$ cat src/rtl/forth_cpu.sv
// J1-style 16-bit dual-stack Forth core: one instruction per clock from a
// synchronous ROM, with a combinational-read data RAM outside the block.
module forth_cpu #(
  parameter int DSTACK_DEPTH = 16,
  parameter int RSTACK_DEPTH = 16
) (
  input  logic        clk,
  input  logic        reset,
  output logic [9:0]  iaddr,
  input  logic [15:0] idata,
  output logic [7:0]  daddr,
  output logic [15:0] ddata_write,
  input  logic [15:0] ddata_read,
  output logic        dwrite
);
  localparam int DW = $clog2(DSTACK_DEPTH);
  localparam int RW = $clog2(RSTACK_DEPTH);

  logic [9:0]    pc_q, pc_d, pc_inc;
  logic          valid_q;
  logic [15:0]   t_q, t_d;
  logic [DW-1:0] dsp_q, dsp_d, dsp_delta;
  logic [RW-1:0] rsp_q, rsp_d, rsp_delta;
  logic [15:0]   dstack_q [DSTACK_DEPTH];
  logic [15:0]   rstack_q [RSTACK_DEPTH];
  logic          dpush, rpush;
  logic [15:0]   rpush_val;
  logic [15:0]   n_w, r_w, alu_res;
  logic          is_lit, is_jmp, is_zbr, is_call, is_alu;
  logic          unused_idata;

  assign n_w       = dstack_q[dsp_q];
  assign r_w       = rstack_q[rsp_q];
  assign pc_inc    = pc_q + 10'd1;
  assign is_lit    = ~idata[15];
  assign is_jmp    = idata[15:13] == 3'b100;
  assign is_zbr    = idata[15:13] == 3'b101;
  assign is_call   = idata[15:13] == 3'b110;
  assign is_alu    = idata[15:13] == 3'b111;
  assign dsp_delta = DW'($signed(idata[1:0]));
  assign rsp_delta = RW'($signed(idata[8:7]));
  assign unused_idata = idata[2];

  always_comb begin
    alu_res = t_q;
    case (idata[6:3])
      4'd0:    alu_res = t_q + n_w;
      4'd1:    alu_res = t_q & n_w;
      4'd2:    alu_res = t_q | n_w;
      4'd3:    alu_res = t_q ^ n_w;
      4'd4:    alu_res = ~t_q;
      4'd5:    alu_res = (n_w == t_q) ? 16'hFFFF : 16'h0000;
      4'd6:    alu_res = ($signed(n_w) < $signed(t_q)) ? 16'hFFFF : 16'h0000;
      4'd7:    alu_res = n_w >> t_q[3:0];
      4'd8:    alu_res = t_q;
      4'd9:    alu_res = n_w;
      4'd10:   alu_res = r_w;
      4'd11:   alu_res = ddata_read;
      4'd12:   alu_res = n_w << t_q[3:0];
      4'd13:   alu_res = t_q - 16'd1;
      4'd14:   alu_res = 16'(dsp_q);
      default: alu_res = n_w - t_q;
    endcase
  end

  // The bubble re-presents address 0 so the first executed word is ROM[0].
  always_comb begin
    pc_d      = pc_q;
    t_d       = t_q;
    dsp_d     = dsp_q;
    rsp_d     = rsp_q;
    dpush     = 1'b0;
    rpush     = 1'b0;
    rpush_val = t_q;
    if (valid_q) begin
      pc_d = pc_inc;
      if (is_lit) begin
        t_d   = {1'b0, idata[14:0]};
        dsp_d = dsp_q + DW'(1);
        dpush = 1'b1;
      end else if (is_jmp) begin
        pc_d = idata[9:0];
      end else if (is_zbr) begin
        t_d   = n_w;
        dsp_d = dsp_q - DW'(1);
        if (t_q == 16'd0) pc_d = idata[9:0];
      end else if (is_call) begin
        rsp_d     = rsp_q + RW'(1);
        rpush     = 1'b1;
        rpush_val = {6'd0, pc_inc};
        pc_d      = idata[9:0];
      end else begin
        t_d   = alu_res;
        dsp_d = dsp_q + dsp_delta;
        rsp_d = rsp_q + rsp_delta;
        dpush = idata[11];
        rpush = idata[10];
        if (idata[12]) pc_d = r_w[9:0];
      end
    end
  end

  always_ff @(posedge clk or negedge reset) begin
    if (!reset) begin
      pc_q    <= 10'd0;
      valid_q <= 1'b0;
      t_q     <= 16'd0;
      dsp_q   <= '0;
      rsp_q   <= '0;
    end else begin
      pc_q    <= pc_d;
      valid_q <= 1'b1;
      t_q     <= t_d;
      dsp_q   <= dsp_d;
      rsp_q   <= rsp_d;
    end
  end

  for (genvar gi = 0; gi < DSTACK_DEPTH; gi++) begin : g_dstack
    always_ff @(posedge clk or negedge reset) begin
      if (!reset)                            dstack_q[gi] <= 16'd0;
      else if (dpush && dsp_d == DW'(gi))    dstack_q[gi] <= t_q;
    end
  end

  for (genvar gi = 0; gi < RSTACK_DEPTH; gi++) begin : g_rstack
    always_ff @(posedge clk or negedge reset) begin
      if (!reset)                            rstack_q[gi] <= 16'd0;
      else if (rpush && rsp_d == RW'(gi))    rstack_q[gi] <= rpush_val;
    end
  end

  assign iaddr       = pc_d;
  assign daddr       = t_q[7:0];
  assign ddata_write = n_w;
  assign dwrite      = valid_q & is_alu & idata[9];
endmodule

$ cat config.mk
export PLATFORM = sky130hd
export DESIGN_NAME = forth_cpu
export DESIGN_NICKNAME = d
export VERILOG_FILES = /design/src/rtl/forth_cpu.sv
export SDC_FILE = /design/constraint.sdc
export NUM_CORES = 1
export LEC_CHECK = 0
export CORE_MARGIN = 5
export CORE_UTILIZATION = 50
export DETAILED_ROUTE_END_ITERATION = 12
export PLACE_DENSITY = 0.66
export SYNTH_ARGS = -nofsm -noshare
export SYNTH_HDL_FRONTEND = slang
export SYNTH_SLANG_ARGS = --single-unit
$ cat constraint.sdc
create_clock -name clk -period 8.9 [get_ports clk]
set_input_delay 0.89 -clock clk [delete_from_list [all_inputs] [get_ports clk]]
set_output_delay 0.89 -clock clk [all_outputs]
set_load 0.02 [all_outputs]
==> metrics.md, run 1 <==
| Metric | Value |
|---|---|
| Number of fill cells | 4873 |
| Delay-heaviest family, CP | simple AND/OR/NAND/NOR gates |
| Total Wirelength | 98.6 mm |
| Worst slew margin relative to its limit | between 10% and 20% |
| R2R depth | 15 |
| Effective utilization at floorplan | 50.7% |
| Arrival time of the worst setup path | 7.08 ns |
| FF-to-FF Start | dsp_q[0] |
| Worst Clk Skew | 0.0486 ns |
| Commonest cells post-synth | dfrtp_1, mux2_2, nand2_1 |
| H-tree levels | 2 |
| Class of the worst hold path | in -> async |
| Vias in the first global route | 22500 |
| Worst-case register-to-register setup slack | 2.40 ns |
| Post-Syn Instances | 2464 |
| Remaining global-route overflow | 0 |
| Area Growth Syn to Fin | 11.0% |
| Unrepaired setup endpoints after global routing | false |
| Sum Neg Setup Slack | 0 ns |
| Cts repair resizes | 0 |
| Post-synth ARST share | 100% |
| Fraction of post-synthesis cell area in the top cell type by area | 44.7% |
| IO Pins | 69 |
| Synth Cell Area | 0.0306 mm2 |
| Floorplan Core Area | 0.0605 mm2 |
| Number of antenna violations at the first check in global routing | 1 |
| Critical Path Start Type | flop |
| Cells taking the most area after synthesis | dfrtp_1, mux2_2, mux4_2, ha_1, mux4_1 |
| Number of enable flip-flop cells after synthesis | 0 |
| Top cell type by total area after synthesis | dfrtp_1 |
| Die Outline Area | 0.0663 mm2 |
| Multi-input combinational cell area | 0.0158 mm2 |
| Instance count after placement with tap cells included | 3189 |
| Biggest fanout along the worst timing path | 35 |
| Status | completed |
| Global-route wire length before repair | 148 mm |
| Count of final max-slew check failures | 0 |
| Yosys warns | 0 |
| Count of endpoints failing setup in the final report | 0 |
| PwrDens | 403 mW/mm2 |
| Final non-filler cell total | between 3000 and 4000 |
| Count of antenna-violating nets left after detailed routing | 0 |
| Global placer's final weighted congestion | between 1 and 1.5 |
| Slew at the pin with the worst max-slew slack | 1.28 ns |
| Number of maximum-capacitance constraint violations | 0 |
| Worst-path clk slew | approximately 0.070 ns |
| Post-detail-place hpwl | between 60 and 70 mm |
| Number of design-rule violations left by the first detailed-router iteration | 2481 |
| Clock latency of the later-clocked register in the worst-skew pair | approximately 0.66 ns |
| Minimum clock period | 6.50 ns |
| Top FF cell, synth | dfrtp_1 |
| Slowest-stage cell, CP | nor4_1 |
| Kind of critical path | reg -> reg |
| Kind of capture point of the worst setup path | flop |
| Drt wl/cell | about 30 um |
| CTS Root Cell | clkbuf_16 |
| PortBufs | 68 |
| All-Layer GR Usage | 29.3% |
| Final routed DRC violation total | 0 |
| Number of buffers inserted by hold repair at cts | 0 |
| Number of distinct standard cells referenced by the synthesized netlist | 83 |
| DRT Pass-1 Iters | 6 |
| CTS max path bufs | 3 |
| TritonCTS clock tree | built |
| Fraction of final layout cells with drive strength greater than 1 | 34.1% |
| Largest net degree at the start of global routing | 202 |
| Count of state elements after synthesis | 547 |
| Clock sink count | ~550 |
| Cell-by-cell trace of the critical path | mux4_4 > a22oi_1 > nand2_1 > or4_1 > nor4_1 > nand3_1 > xnor2_1 > nand2_1 > ha_1 > a21o_1 > a31o_2 > a31oi_1 > xnor3_1 > nand2b_1 > a22oi_1 |
| Peak VDD IR | 0.215 mV |
| Crit-path max cell delay | 0.96 ns |
| Final period utilization | 73.1% |
| Number of buffers and inverters on the critical path | 0 |
| Post-CTS setup buffer count | 0 |
| Data required time at the worst endpoint | 9.48 ns |
| Detailed-route via count | between 20000 and 25000 |
| Endpoint of the lowest-slack register-to-register path | t_q[15] |
| Leak pwr | 15.3 nW |
| Area taken by flip-flops and latches | 0.0137 mm2 |
| Die width | 258 um |
| Peak Freq | about 150 MHz |
| Net count of the mapped netlist | 2578 |
| Number of buffers created by CTS | 60 |
| Row count | 90 |
| Syn avg cell area | 12.4 um2 |
| Number of hold violations in the final report | 0 |
| Sequential area share after synthesis | 44.7% |
| Die Y-Extent | 258 um |
| Via-per-instance ratio | 6.66 |
| Layout Nets | 2583 |
| Dominant cell by count in the synthesized netlist | dfrtp_1 |
-- metal layers --
layer	GRT usage [%]	wire (um)	part of all wire (%)
met5	0	13	0.013
met4	12.1	4650	4.7
met3	6.19	8150	8.3
met2	45.7	45600	46
met1	40.3	40200	41
-- how the worst max path moves through the flow --
stage,endpoint,startpoint,cells after the start,slack [ns]
after floorplan,t_q[15],dsp_q[0],19,3.95
after global placement,t_q[15],dsp_q[0],16,2.55
after detailed placement,t_q[15],dsp_q[0],16,2.55
after CTS,t_q[15],dsp_q[0],15,2.55
after global routing,t_q[13],dsp_q[0],14,2.25
final,t_q[15],dsp_q[0],15,2.40
-- sequential cells by signal, summed over array words and instances, names as in the netlist --
register	cells
valid_q	1
rstack_q	256
pc_q	10
rsp_q	4
dsp_q	4
dstack_q	256
t_q	16
-- cell families after synthesis --
group / Yosys count / synth area share [%]
xor+xnor: 44 / 1.30
flops: 547 / 44.7
other cells: 1 / 0.0122
mux: 671 / 30.9
buf+inv: 265 / 3.94
compound gates: 404 / 9.12
simple gates: 452 / 6.69
fa+ha+maj: 80 / 3.37
-- stage by stage --
stage	hold slack [ns]	utilization [%]	total power (W)	instance area, um2	setup slack (ns)
4_1_cts	0.265	56.2	0.0136	34000	2.55
6_report	0.267	56.2	0.0137	34000	2.40
2_1_floorplan	0.445	-	0.00882	30600	3.95
5_1_grt	0.311	56.2	0.0144	34000	2.25
3_5_place_dp	0.468	52.9	0.0111	32000	2.55
3_3_place_gp	0.458	52.9	0.0109	32000	2.55
-- report_power, final --
group | internal, W | total [W] | switching [W]
logic | 0.00307 | 0.00702 | 0.00394
registers | 0.00341 | 0.00421 | 0.000797
clock network | 0.00143 | 0.00250 | 0.00107
-- layout by cell type, fill, tap and decap left out, types with 13 or more instances in the layout --
master             n
xnor2_1           30
clkbuf_16         60
nor3_1            29
a22oi_1           24
o221ai_1          13
nand3_1           35
a21oi_1           91
ha_1              76
or3_1             13
xor2_1            13
mux4_1            24
nor2_1           112
dfrtp_1          540
buf_4             70
mux2_2           497
a21o_1            14
inv_1             60
and2_1            16
a221oi_1          19
mux4_2           136
o211ai_1          14
clkdlybuf4s50_1   66
nor2_2            17
a211oi_1          14
clkbuf_8          14
nand2_1          157
o21ai_0           89
-- area by class of cell --
class / instances / area share, %
multi-input combinational: 1652 / 46.5
sequential: 547 / 40.3
clock buffer: 85 / 5.10
timing repair buffer: 140 / 3.66
tap: 782 / 2.88
clock inverter: 24 / 0.773
inverter: 68 / 0.758
antenna: 2 / 0.0147
No activity file was read; power rests on OpenSTA's default activity.
==> run 2, diff against run 1 <==
Settings changed: PLACE_DENSITY 0.66 to 0.69.
Clock period 8.9 ns to 5.6 ns, I/O delays scaled along.
==> run 2 against run 1 <==
Compared with the run above:
- die area did not move
- hold slack improved by 0.21 ns
- critical path type unchanged
- global-route usage barely moved
- utilization rose by 0.74 points
- critical endpoint is now t_q[12]
- clock skew fell by 0.023 ns
- combinational power rose by 68%
- sequential share of layout area fell by 0.53 points
==> metrics.md, run 2 (synthesized netlist as in run 1, its figures left out) <==
| Metric | Value |
|---|---|
| Status | completed (unchanged) |
| Final routed DRC violation total | 0 (unchanged) |
| Peak VDD IR | 0.368 mV (was 0.215 mV) |
| Area Growth Syn to Fin | 12.5% (was 11.0%) |
| Depth of the worst hold-timing path | 2 |
| Minimum clock period | 5.40 ns (was 6.50 ns) |
| Unrepaired setup endpoints after global routing | false (unchanged) |
| Arrival time of the worst setup path | 5.91 ns (was 7.08 ns) |
| Seq pwr share | 29.2% (was 30.7%) |
| Finished Cell Area | 0.0345 mm2 (was 0.0340 mm2) |
| Number of maximum-capacitance constraint violations | 0 (unchanged) |
| Terminating pin of the worst hold path | rstack_q[29] |
| Vias in the first global route | 22700 (was 22500) |
| Post-detail-place hpwl | 67.7 mm (was 64.9 mm) |
| Sum Neg Setup Slack | 0 ns (unchanged) |
| CTS max path bufs | 3 (unchanged) |
| Clock Power Share | 17.5% (was 18.2%) |
| Worst slew margin relative to its limit | 15.3% (was 14.5%) |
| Count of endpoints failing setup in the final report | 0 (unchanged) |
| Row count | 90 (unchanged) |
| Data required time at the worst endpoint | 6.11 ns (was 9.48 ns) |
| Internal power | 0.0128 W (was 0.00791 W) |
| Via-per-instance ratio | 6.59 (was 6.66) |
| Die width | 258 um (unchanged) |
| FF-to-FF Start | dsp_q[1] (was dsp_q[0]) |
| DRT Pass-1 Iters | 8 (was 6) |
| Worst-path clk slew | 0.06 ns (was 0.07 ns) |
| All-Layer GR Usage | 29.2% (was 29.3%) |
| Leak pwr | 15.6 nW (was 15.3 nW) |
| Launch instance of the worst min-delay path | rstack_q[29] |
| TritonCTS clock tree | built (unchanged) |
| Die Y-Extent | 258 um (unchanged) |
| Clock sink count | 547 (unchanged) |
| Class of the worst hold path | reg -> reg (was in -> async) |
| Clock latency of the later-clocked register in the worst-skew pair | 0.63 ns (was 0.66 ns) |
| PwrDens | 643 mW/mm2 (was 403 mW/mm2) |
| Count of final max-slew check failures | 0 (unchanged) |
| Number of hold violations in the final report | 0 (unchanged) |
| Combinational fraction of design power | 53.4% (was 51.1%) |
| Critical Path Start Type | flop (unchanged) |
| Layout Nets | 2639 (was 2583) |
| Total Wirelength | 98.5 mm (was 98.6 mm) |
| Kind of capture point of the worst setup path | flop (unchanged) |
| Floorplan Core Area | 0.0605 mm2 (unchanged) |
| Detailed-route via count | 22100 (was 22000) |
| Slew at the pin with the worst max-slew slack | 1.27 ns (was 1.28 ns) |
| Worst Clk Skew | 0.0253 ns (was 0.0486 ns) |
| Peak Freq | 185 MHz (was 154 MHz) |
| Largest net degree at the start of global routing | 135 (was 202) |
| Endpoint of the lowest-slack register-to-register path | t_q[12] (was t_q[15]) |
| Drt wl/cell | 29.4 um (was 29.9 um) |
| Switch share | 42.0% (was 42.4%) |
| Die Outline Area | 0.0663 mm2 (unchanged) |
| Number of antenna violations at the first check in global routing | 4 (was 1) |
| Largest registers | dstack_q: 256 flops, rstack_q: 256 flops, t_q: 16 flops (unchanged) |
| Most frequent standard cell in the layout excluding fill and tap cells | dfrtp_1 (unchanged) |
| IO Pins | 69 (unchanged) |
| Count of antenna-violating nets left after detailed routing | 0 (unchanged) |
| Commonest cells after routing, fill and taps aside | dfrtp_1, mux2_2, nand2_1 (unchanged) |
| Worst-case register-to-register setup slack | 0.20 ns (was 2.40 ns) |
| CTS Root Cell | clkbuf_16 (unchanged) |
| Fraction of final layout cells with drive strength greater than 1 | 35.4% (was 34.1%) |
| Final period utilization | 96.4% (was 73.1%) |
| Kind of critical path | reg -> reg (unchanged) |
| NetSw | 0.00932 W (was 0.00581 W) |
| Biggest fanout along the worst timing path | 33 (was 35) |
| Remaining global-route overflow | 0 (unchanged) |
| R2R depth | 14 (was 15) |
| Number of buffers created by CTS | 58 (was 60) |
| Global placer's final weighted congestion | 1.08 (was 1.02) |
| H-tree levels | 2 (unchanged) |
| PortBufs | 68 (unchanged) |
| Number of design-rule violations left by the first detailed-router iteration | 2424 (was 2481) |
| Cell area after placement | 0.0325 mm2 (was 0.0320 mm2) |
| Global-route wire length before repair | 148 mm (about the same) |
| Effective utilization at floorplan | 50.7% (unchanged) |
[run 2: cell count changes in the layout (fill, tap and decap cells not counted), moves of 3 or more]
cell	previous run	this run
buf_4	70	120
buf_12	2	8
clkbuf_1	11	6
clkinv_2	11	16
nor2_1	112	117
nor2_4	3	0
[run 2: worst max-delay path by stage]
stage | start | endpoint | slack (ns) | cells past startpoint
4_1_cts | dsp_q[0] | t_q[12] | 0.22 | 14
3_3_place_gp | dsp_q[0] | t_q[15] | 0.29 | 17
6_report | dsp_q[1] | t_q[12] | 0.20 | 14
2_1_floorplan | dsp_q[0] | t_q[15] | 0.65 | 19
5_1_grt | dsp_q[0] | t_q[15] | 0.06 | 17
3_5_place_dp | dsp_q[0] | t_q[12] | 0.24 | 14
[run 2: final cells by class]
type	count	area [um2]
flip-flops and latches	547	13700
well taps	782	978
repair buffers	198	1780
multi-input cells	1652	15800
diodes	4	10.0
clock inverters	29	304
inverters	68	258
fillers	4829	26000
clock buffers	76	1640
[run 2: metal layers]
metal | GRT usage (%) | share of wire [%] | vias to the layer above
li1 | - | - | 9307
met1 | 40.2 | 41 | 11500
met2 | 46.0 | 46 | 1073
met3 | 5.22 | 8.0 | 264
met4 | 12.8 | 5.1 | 0
met5 | 0 | 0 | -
[run 2: through the flow]
| stage | setup WS [ns] | hold slack, ns | utilization [%] | total power, W | instances |
|---|---|---|---|---|---|
| finish | 0.200 | 0.477 | 57.0 | 0.0222 | 3356 |
| floorplan | 0.654 | 0.264 | - | 0.0140 | 2464 |
| CTS | 0.224 | 0.479 | 56.9 | 0.0220 | 3351 |
| global route | 0.0569 | 0.510 | 57.0 | 0.0232 | 3354 |
| detailed placement | 0.243 | 0.467 | 53.7 | 0.0180 | 3245 |
| global placement | 0.294 | 0.458 | 53.7 | 0.0178 | 3245 |
[run 2: repair_timing]
| item | CTS | global route |
|---|---|---|
| buffers inserted | 0 | 1 |
| resized for setup | 0 | 1 |
| setup endpoints to repair | 0 | 4 |
| hold buffers | 1 | 0 |
| endpoints found under the hold margin | 79 | 0 |
[run 2: worst max-delay path: stages, from the launching register on]
cell and delay, ns:
dfrtp_4 0.75, buf_4 0.40, mux4_2 0.58, mux4_2 0.50, inv_1 0.24, ha_1 0.38
nor3_1 0.37, nor2_1 0.07, a22oi_1 0.18, o31ai_1 0.11, a311oi_1 0.53, o2111ai_1 0.30
a2111oi_1 0.55, buf_4 0.21, a21oi_1 0.07
[run 2: power by group through the flow]
stage / registers, W / clock network [W] / logic [W]
floorplan: 0.00598 / 0 / 0.00803
global placement: 0.00640 / 0 / 0.0114
detailed placement: 0.00651 / 0 / 0.0115
CTS: 0.00646 / 0.00394 / 0.0116
global route: 0.00664 / 0.00411 / 0.0125
finish: 0.00646 / 0.00388 / 0.0118
